### config.mk
export PLATFORM = sky130hd
export DESIGN_NAME = wb_stage_buffered
export DESIGN_NICKNAME = d
export VERILOG_FILES = /design/src/rtl/wb_stage_buffered.sv
export SDC_FILE = /design/constraint.sdc
export NUM_CORES = 1
export LEC_CHECK = 0
export CAP_MARGIN = 10
export CORE_UTILIZATION = 42
export DETAILED_ROUTE_END_ITERATION = 10
export PLACE_DENSITY = 0.64
export SLEW_MARGIN = 20
export SYNTH_ARGS = -nofsm -noshare
export SYNTH_HDL_FRONTEND = slang
export SYNTH_SLANG_ARGS = --single-unit
### constraint.sdc
create_clock -name clk -period 9.4 [get_ports clk]
set_clock_uncertainty 0.1 [all_clocks]
set_input_delay 1.88 -clock clk [delete_from_list [all_inputs] [get_ports clk]]
set_output_delay 1.88 -clock clk [all_outputs]
set_load 0.01 [all_outputs]
### src/rtl/wb_stage_buffered.sv
// Buffered write-back stage: in-order queue of MEM-stage results, paired with
// variable-latency load responses, retiring at most one register write per cycle.
module wb_stage_buffered #(
  parameter int DEPTH      = 4,
  parameter int REG_ADDR_W = 5,
  parameter int ZERO_DROP  = 1
) (
  input  logic                    clk,
  input  logic                    rst_n,
  input  logic                    in_valid,
  output logic                    in_ready,
  input  logic                    in_reg_write,
  input  logic                    in_is_load,
  input  logic [2:0]              in_dmem_info,
  input  logic [31:0]             in_alu_out,
  input  logic [REG_ADDR_W-1:0]   in_write_reg,
  input  logic                    mem_rsp_valid,
  input  logic [31:0]             mem_rsp_data,
  output logic                    reg_write,
  output logic [REG_ADDR_W-1:0]   write_reg_wb,
  output logic [31:0]             write_data,
  output logic [$clog2(DEPTH):0]  pend_count,
  output logic                    rsp_overflow
);
  localparam int PW = $clog2(DEPTH);
  localparam int CW = PW + 1;
  localparam logic [CW-1:0] FULL_CNT = CW'(DEPTH);
  localparam logic [CW-1:0] CNT_ONE  = CW'(1);
  localparam logic [PW-1:0] PTR_ONE  = PW'(1);

  logic                  r_q_rw   [DEPTH];
  logic                  r_q_ld   [DEPTH];
  logic [2:0]            r_q_info [DEPTH];
  logic [31:0]           r_q_alu  [DEPTH];
  logic [REG_ADDR_W-1:0] r_q_reg  [DEPTH];
  logic [31:0]           r_rb     [DEPTH];

  logic [PW-1:0]         r_wp, r_rp, r_rb_wp, r_rb_rp;
  logic [CW-1:0]         r_cnt, r_ld_cnt, r_rb_cnt;
  logic                  r_ovf;
  logic                  r_reg_write;
  logic [REG_ADDR_W-1:0] r_wreg;
  logic [31:0]           r_wdata;

  logic                  w_push, w_push_ld, w_pop, w_rsp_pop, w_rsp_push, w_rsp_drop;
  logic                  w_head_ld, w_wen;
  logic [CW-1:0]         w_ld_pend;
  logic [31:0]           w_hd_data;

  // Response word is big-endian: byte offset 0 lives in bits [31:24].
  function automatic logic [31:0] form_load(input logic [2:0] info, input logic [1:0] off,
                                            input logic [31:0] d);
    logic [15:0] h;
    logic [7:0]  b;
    h = off[1] ? d[15:0] : d[31:16];
    case (off)
      2'd0:    b = d[31:24];
      2'd1:    b = d[23:16];
      2'd2:    b = d[15:8];
      default: b = d[7:0];
    endcase
    if (info[1])      return d;
    else if (info[2]) return info[0] ? {16'b0, h} : {{16{h[15]}}, h};
    else              return info[0] ? {24'b0, b} : {{24{b[7]}}, b};
  endfunction

  function automatic logic [CW-1:0] upd_cnt(input logic [CW-1:0] c, input logic inc,
                                            input logic dec);
    case ({inc, dec})
      2'b10:   return c + CNT_ONE;
      2'b01:   return c - CNT_ONE;
      default: return c;
    endcase
  endfunction

  assign in_ready   = (r_cnt < FULL_CNT);
  assign w_push     = in_valid & in_ready;
  assign w_push_ld  = w_push & in_is_load;
  assign w_head_ld  = r_q_ld[r_rp];
  assign w_pop      = (r_cnt != '0) && (!w_head_ld || (r_rb_cnt != '0));
  assign w_rsp_pop  = w_pop & w_head_ld;
  // A load accepted this cycle already counts as outstanding for an arriving response.
  assign w_ld_pend  = r_ld_cnt + (w_push_ld ? CNT_ONE : '0);
  assign w_rsp_drop = mem_rsp_valid && ((w_ld_pend == r_rb_cnt) || (r_rb_cnt == FULL_CNT));
  assign w_rsp_push = mem_rsp_valid & ~w_rsp_drop;
  assign w_hd_data  = w_head_ld ? form_load(r_q_info[r_rp], r_q_alu[r_rp][1:0], r_rb[r_rb_rp])
                                : r_q_alu[r_rp];
  assign w_wen      = r_q_rw[r_rp] && !((ZERO_DROP != 0) && (r_q_reg[r_rp] == '0));

  always_ff @(posedge clk or negedge rst_n) begin
    if (!rst_n) begin
      r_wp        <= '0;
      r_rp        <= '0;
      r_rb_wp     <= '0;
      r_rb_rp     <= '0;
      r_cnt       <= '0;
      r_ld_cnt    <= '0;
      r_rb_cnt    <= '0;
      r_ovf       <= 1'b0;
      r_reg_write <= 1'b0;
      r_wreg      <= '0;
      r_wdata     <= '0;
    end else begin
      if (w_push)     r_wp    <= r_wp + PTR_ONE;
      if (w_pop)      r_rp    <= r_rp + PTR_ONE;
      if (w_rsp_push) r_rb_wp <= r_rb_wp + PTR_ONE;
      if (w_rsp_pop)  r_rb_rp <= r_rb_rp + PTR_ONE;
      r_cnt    <= upd_cnt(r_cnt, w_push, w_pop);
      r_ld_cnt <= upd_cnt(r_ld_cnt, w_push_ld, w_rsp_pop);
      r_rb_cnt <= upd_cnt(r_rb_cnt, w_rsp_push, w_rsp_pop);
      if (w_rsp_drop) r_ovf <= 1'b1;
      r_reg_write <= w_pop & w_wen;
      // Destination and data update even when the write enable is suppressed.
      if (w_pop) begin
        r_wreg  <= r_q_reg[r_rp];
        r_wdata <= w_hd_data;
      end
    end
  end

  // Payload storage carries no reset; occupancy is tracked by the counters above.
  always_ff @(posedge clk) begin
    if (w_push) begin
      r_q_rw[r_wp]   <= in_reg_write;
      r_q_ld[r_wp]   <= in_is_load;
      r_q_info[r_wp] <= in_dmem_info;
      r_q_alu[r_wp]  <= in_alu_out;
      r_q_reg[r_wp]  <= in_write_reg;
    end
    if (w_rsp_push) r_rb[r_rb_wp] <= mem_rsp_data;
  end

  assign reg_write    = r_reg_write;
  assign write_reg_wb = r_wreg;
  assign write_data   = r_wdata;
  assign pend_count   = r_cnt;
  assign rsp_overflow = r_ovf;
endmodule

==> results of run 1 <==
[kinds of logic (layout without fill, tap and decap cells)]
| family | after synthesis | after routing | synth area share [%] |
|---|---|---|---|
| buffers and inverters | 67 | 232 | 2.12 |
| adders and majority gates | 16 | 16 | 1.59 |
| DFF | 352 | 352 | 73.3 |
| AOI/OAI and AO/OA | 105 | 105 | 4.54 |
| xor gates and xnor gates | 18 | 18 | 1.23 |
| and+or+nand+nor | 128 | 128 | 4.37 |
| muxes | 86 | 86 | 12.9 |
[cell usage in the layout (no fill, tap or decap), types with 15 or more instances in the layout]
cell,Yosys,layout
dfrtp_1,56,53
buf_4,2,15
inv_1,28,28
clkbuf_16,0,38
mux4_2,74,74
clkdlybuf4s50_1,0,119
or3_1,26,26
edfxtp_1,296,296
nand2_1,63,63
a21oi_1,27,27
o21ai_0,39,39
[worst max-delay path: cells and delay by family]
kind                     cells  cell delay (ns)
AO/OA/AOI/OAI                2             0.72
XOR/XNOR                     3             0.48
adder cells (fa/ha/maj)      4             0.99
buffers and inverters        3             0.59
multiplexers                 1             0.12
AND/OR/NAND/NOR              3             0.73
[where the power goes]
part | switching [W] | total, W | internal, W
Sequential | 0.000161 | 0.00225 | 0.00209
Clock | 0.000580 | 0.00155 | 0.000973
Combinational | 0.00119 | 0.00212 | 0.000929
Total | 0.00194 | 0.00593 | 0.00400
[cell type report]
cell class | instances | area (µm²)
repair buffers | 135 | 1310
inverters | 30 | 113
well taps | 442 | 553
clock inverters | 20 | 287
multi-input cells | 353 | 3470
flip-flops and latches | 352 | 10300
clock buffers | 47 | 1030
fillers | 2680 | 15600
[layer usage]
metal	global-route usage, %	up-vias
met5	0	-
met4	5.49	0
met3	3.50	37
met2	30.1	226
met1	24.4	3731
li1	-	3305
[metrics by stage]
stage | power, W | instances | instance area [µm²] | hold slack (ns)
global placement | 0.00440 | 1312 | 15700 | 0.355
detailed placement | 0.00443 | 1312 | 15700 | 0.348
global route | 0.00625 | 1379 | 17100 | 0.377
finish | 0.00593 | 1379 | 17100 | 0.361
floorplan | 0.00368 | 772 | 14000 | 0.373
CTS | 0.00600 | 1379 | 17100 | 0.363
[path summary, 6_finish.rpt]
path	startpoint	end	slack (ns)	cells after the start
worst max-delay path	in_valid	r_rb_cnt[2]$_DFFE_PN0P_	4.22	16
min in group asynchronous	rst_n	write_reg_wb[2]$_DFFE_PN0P_	1.43	2
worst min-delay path	rsp_overflow$_DFFE_PN0P_	rsp_overflow$_DFFE_PN0P_	0.36	1
worst min register to register	rsp_overflow$_DFFE_PN0P_	rsp_overflow$_DFFE_PN0P_	0.36	1
max in group asynchronous	rst_n	r_rb_rp[0]$_DFFE_PN0P_	7.19	2
worst max register to register	pend_count[2]$_DFFE_PN0P_	r_rb_cnt[2]$_DFFE_PN0P_	5.63	15
==> results_dict.tcl, run 1 <==
set metrics [dict create \
    status "finished, final reports clean" \
    critPathRequiredTime_ns 9.73 \
    ys_seq_area_share_pct 73.3 \
    grt_usage_pct 18.2 \
    hold_viol 0 \
    synth-edff-count 296 \
    dr_total_vias 7299 \
    slew_viol_final 0 \
    path_max_fanout 9 \
    synthCells 772 \
    setup_viol 0 \
    maxCapViolations 0 \
    grt_overflow 0 \
    synth.distinct_cells 52 \
    dp_hpwl_um 18700 \
    cts_buffers 37 \
    die_height_um 185 \
    gp_congestion 0.797 \
    design.die.area_um2 34200 \
    clockRootBuffer "clkbuf_16" \
    grt_pass1_vias 7697 \
    path_class "input pin to flip-flop" \
    fin_util_pct 52.2 \
    die_w_um 185 \
    arrival_ns 5.51 \
    synth_commonest_cells "296 x edfxtp_1, 74 x mux4_2, 63 x nand2_1" \
    rows 66 \
    cts_htree_levels 2 \
    grt_first_pass_wirelength_um 45700 \
    critPathSlowestCell "nor2b_1" \
    synth.cell_area_um2 14000 \
    antenna_found_initial 0 \
    io_buffer_count 120 \
    cts-resized-gates 0 \
    route.met2.wl_um 14900 \
    synth.largest_area_cell "edfxtp_1" \
    area_growth_pct 21.5 \
    wl_met1_um 13000 \
    syn_avg_cell_area_um2 18.2 \
    syn_nets 866 \
    drtPass1Iterations 5 \
    dr_wl_met3_um 1630 \
    drive_above_1_share_pct 18.7 \
    cp-end-kind "flip-flop" \
    powerDensity_nw_per_um2 348 \
    avgRoutedWirePerCell_um 21.9 \
    period_needed_ns 5.18 \
    io_pins 121 \
    via_per_inst 5.29 \
    timing.fmax_mhz 193 \
    leakagePower_nw 5.86 \
    tritoncts "yes" \
    clk_path_buf_depth 3 \
    tightest_slew_ns 0.911 \
    top_layer "met4" \
    critPathLaunchType "input pin" \
    diodes 0 \
    initial_utilization_pct 42.9 \
    clock_sinks 352 \
    synth_flop_cell "edfxtp_1" \
    synth_top_area_share_pct 63.3 \
    ys_ff_latch 352 \
    fin_nets 1003 \
    path_clk_slew_ns 0.06 \
    hold_class "flip-flop to flip-flop" \
    wirelength_um 30200 \
    synth_area_leaders "edfxtp_1 63%, mux4_2 12%, dfrtp_1 10%" \
    drc 0 \
    grt_max_degree 57 \
    antenna_left 0 \
    postCtsSetupBuffers 0 \
    tns_ns 0 \
    ir_worst_vdd_mv 0.178 \
    drt_iter0_drc 514 \
    fp.coreArea_um2 32700 \
    async_reset_ff_share_pct 15.9 \
    yosysMostFrequentCell "edfxtp_1" \
    pre_cts_ws_ns 3.67 \
    clock_latency_ns 0.52 \
    worst_slack_ns 4.22 \
    rsz0062_at_grt "false" \
    max_slew_margin_pct 38.6 \
    cp_cell_sequence "clkdlybuf4s50_1, nor2b_1, nand2_1, inv_1, ha_1, ha_1, xnor2_1, mux2i_1, o32a_1, o211ai_2, ha_1, inv_1, fa_1, xor2_1, nor2_1, xor2_1" \
    post-route-period-util_pct 55.1 \
    yosysWarnings 0 \
    postCtsHoldBufs 0 \
    critPathMaxStageDelay_ns 0.46 \
    cp_common_cell "ha_1" \
]
No activity file was read; power rests on OpenSTA's default activity.
==> inputs of run 2 (changes only) <==
PLACE_DENSITY = 0.66   (was 0.64)
clock period = 4.37 ns   (was 9.4 ns; I/O delays follow)
==> run 2 against run 1 <==
  * Wire length fell by 2.0%
  * Die area is the same
  * Cell count is 0.44% higher
  * Sequential cell count stayed put
  * Global-route usage down 0.38 points
  * Largest power group unchanged
==> results_dict.tcl, run 2 (same netlist as run 1, synthesis figures left out) <==
set metrics [dict create \
    arrival_ns 3.87 \
    postCtsSetupBuffers 0 \
    dr_total_vias 7397 \
    dp.cells 1317 \
    n_fill_cell 2673 \
    path_max_fanout 3 \
    drc 0 \
    antenna_left 0 \
    p_clk_share_pct 24.4 \
    cts-resized-gates 0 \
    timing.fmax_mhz 283 \
    tightest_slew_ns 0.930 \
    status "finished, final reports clean" \
    seqPwrFrac_pct 39.1 \
    ir_worst_vdd_mv 0.340 \
    drt_iter0_drc 661 \
    diodes 0 \
    clock_sinks 352 \
    wirelength_um 29600 \
    reg2reg_slack_ns 1.01 \
    io_pins 121 \
    drtPass1Iterations 5 \
    setup_viol 0 \
    post-route-period-util_pct 80.8 \
    cts_buffers 37 \
    total_power_w 0.0126 \
    tritoncts "yes" \
    rr_worst_depth 6 \
    grt_pass1_vias 7393 \
    grt_usage_pct 17.8 \
    maxCapViolations 0 \
    antenna_found_initial 0 \
    cp-end-kind "flip-flop" \
    p_sw_w 0.00416 \
    hold_class "input pin to asynchronous set/reset pin" \
    leakagePower_nw 5.84 \
    fin_nets 1008 \
    area_growth_pct 21.5 \
    avgRoutedWirePerCell_um 21.3 \
    critPathRequiredTime_ns 4.71 \
    rsz0062_at_grt "false" \
    slew_viol_final 0 \
    clockRootBuffer "clkbuf_16" \
    path_class "input pin to flip-flop" \
    gp_congestion 0.834 \
    design.die.area_um2 34200 \
    critPathLaunchType "input pin" \
    cts_htree_levels 2 \
    grt_overflow 0 \
    final_common_cell "edfxtp_1" \
    endpoint "r_rb_cnt[2]$_DFFE_PN0P_" \
    rr_startpoint "r_rp[0]$_DFFE_PN0P_" \
    die_height_um 185 \
    rows 66 \
    die_w_um 185 \
    max_slew_margin_pct 38.0 \
    clk_path_buf_depth 3 \
    clock_latency_ns 0.52 \
    postCtsHoldBufs 0 \
    via_per_inst 5.34 \
    io_buffer_count 120 \
    final_cell_mix "296 x edfxtp_1, 119 x clkdlybuf4s50_1, 74 x mux4_2" \
    crit_path_start "in_valid" \
    fp.coreArea_um2 32700 \
    powerDensity_nw_per_um2 737 \
    swShare_pct 33.1 \
    fin_cells 1385 \
    grt_max_degree 46 \
    dp_hpwl_um 19000 \
    period_needed_ns 3.53 \
    path_clk_slew_ns 0.06 \
    hold_viol 0 \
    r2r_end "write_data[19]$_DFFE_PN0P_" \
    grt_first_pass_wirelength_um 44600 \
    initial_utilization_pct 42.9 \
    p_comb_share_pct 36.6 \
    drive_above_1_share_pct 18.5 \
    p_int_w 0.00842 \
]
run 2: cell types whose count changed in the layout (fill, tap and decap cells not counted), sizes merged:
| cell | delta |
|---|---|
| buf | +5 |
| clkbuf | +6 |
| bufinv | -5 |
run 2: final cells by class:
| cell class | count | area, µm² | area share [%] |
|---|---|---|---|
| Clock inverter | 15 | 121 | 0.711 |
| Tap cell | 442 | 553 | 3.24 |
| Clock buffer | 53 | 1090 | 6.38 |
| Inverter | 30 | 113 | 0.660 |
| Sequential cell | 352 | 10300 | 60.3 |
| Multi-Input combinational cell | 353 | 3470 | 20.4 |
| Timing Repair Buffer | 140 | 1420 | 8.33 |
run 2: power groups by stage:
stage / clock network (W) / logic [W] / registers (W)
final: 0.00307 / 0.00460 / 0.00491
after global routing: 0.00328 / 0.00499 / 0.00498
after CTS: 0.00313 / 0.00465 / 0.00492
after detailed placement: 0 / 0.00462 / 0.00498
after global placement: 0 / 0.00458 / 0.00497
after floorplan: 0 / 0.00306 / 0.00486
run 2: how the worst min path moves through the flow:
stage	start	to	slack [ns]	depth (start not counted)
final	rst_n	write_reg_wb[2]$_DFFE_PN0P_	0.27	1
after CTS	rst_n	write_reg_wb[2]$_DFFE_PN0P_	0.28	1
after detailed placement	rsp_overflow$_DFFE_PN0P_	rsp_overflow$_DFFE_PN0P_	0.35	1
after floorplan	r_ld_cnt[0]$_DFFE_PN0P_	r_ld_cnt[0]$_DFFE_PN0P_	0.37	1
after global placement	rsp_overflow$_DFFE_PN0P_	rsp_overflow$_DFFE_PN0P_	0.35	1
after global routing	rst_n	write_reg_wb[0]$_DFFE_PN0P_	0.30	1
run 2: per-stage QoR:
stage | hold WS [ns] | worst slack, ns | setup TNS [ns] | util [%] | cell area [µm²]
after floorplan | 0.373 | -0.164 | -20.93 | - | 14000
after global placement | 0.347 | 0.360 | 0 | 48.5 | 15900
after detailed placement | 0.349 | 0.315 | 0 | 48.5 | 15900
after CTS | 0.277 | 0.842 | 0 | 52.2 | 17100
after global routing | 0.304 | 0.545 | 0 | 52.2 | 17100
final | 0.274 | 0.839 | 0 | 52.2 | 17100
run 2: layer usage:
layer	part of all wire [%]	track usage (%)	vias up
met4	2.1	5.16	0
met5	0	0	-
met1	42	24.5	3808
met3	5.8	3.28	41
li1	-	-	3312
met2	50	29.0	236
run 2: critical path, stage by stage:
cell	delay [ns]
clkdlybuf4s50_1	0.44
nor2b_1	0.19
nand2_1	0.10
inv_1	0.07
ha_1	0.13
ha_1	0.22
xnor2_1	0.19
mux2i_1	0.11
o32a_1	0.32
o211ai_2	0.17
ha_1	0.21
inv_1	0.06
fa_1	0.37
xor2_1	0.15
nor2_1	0.11
xor2_1	0.15
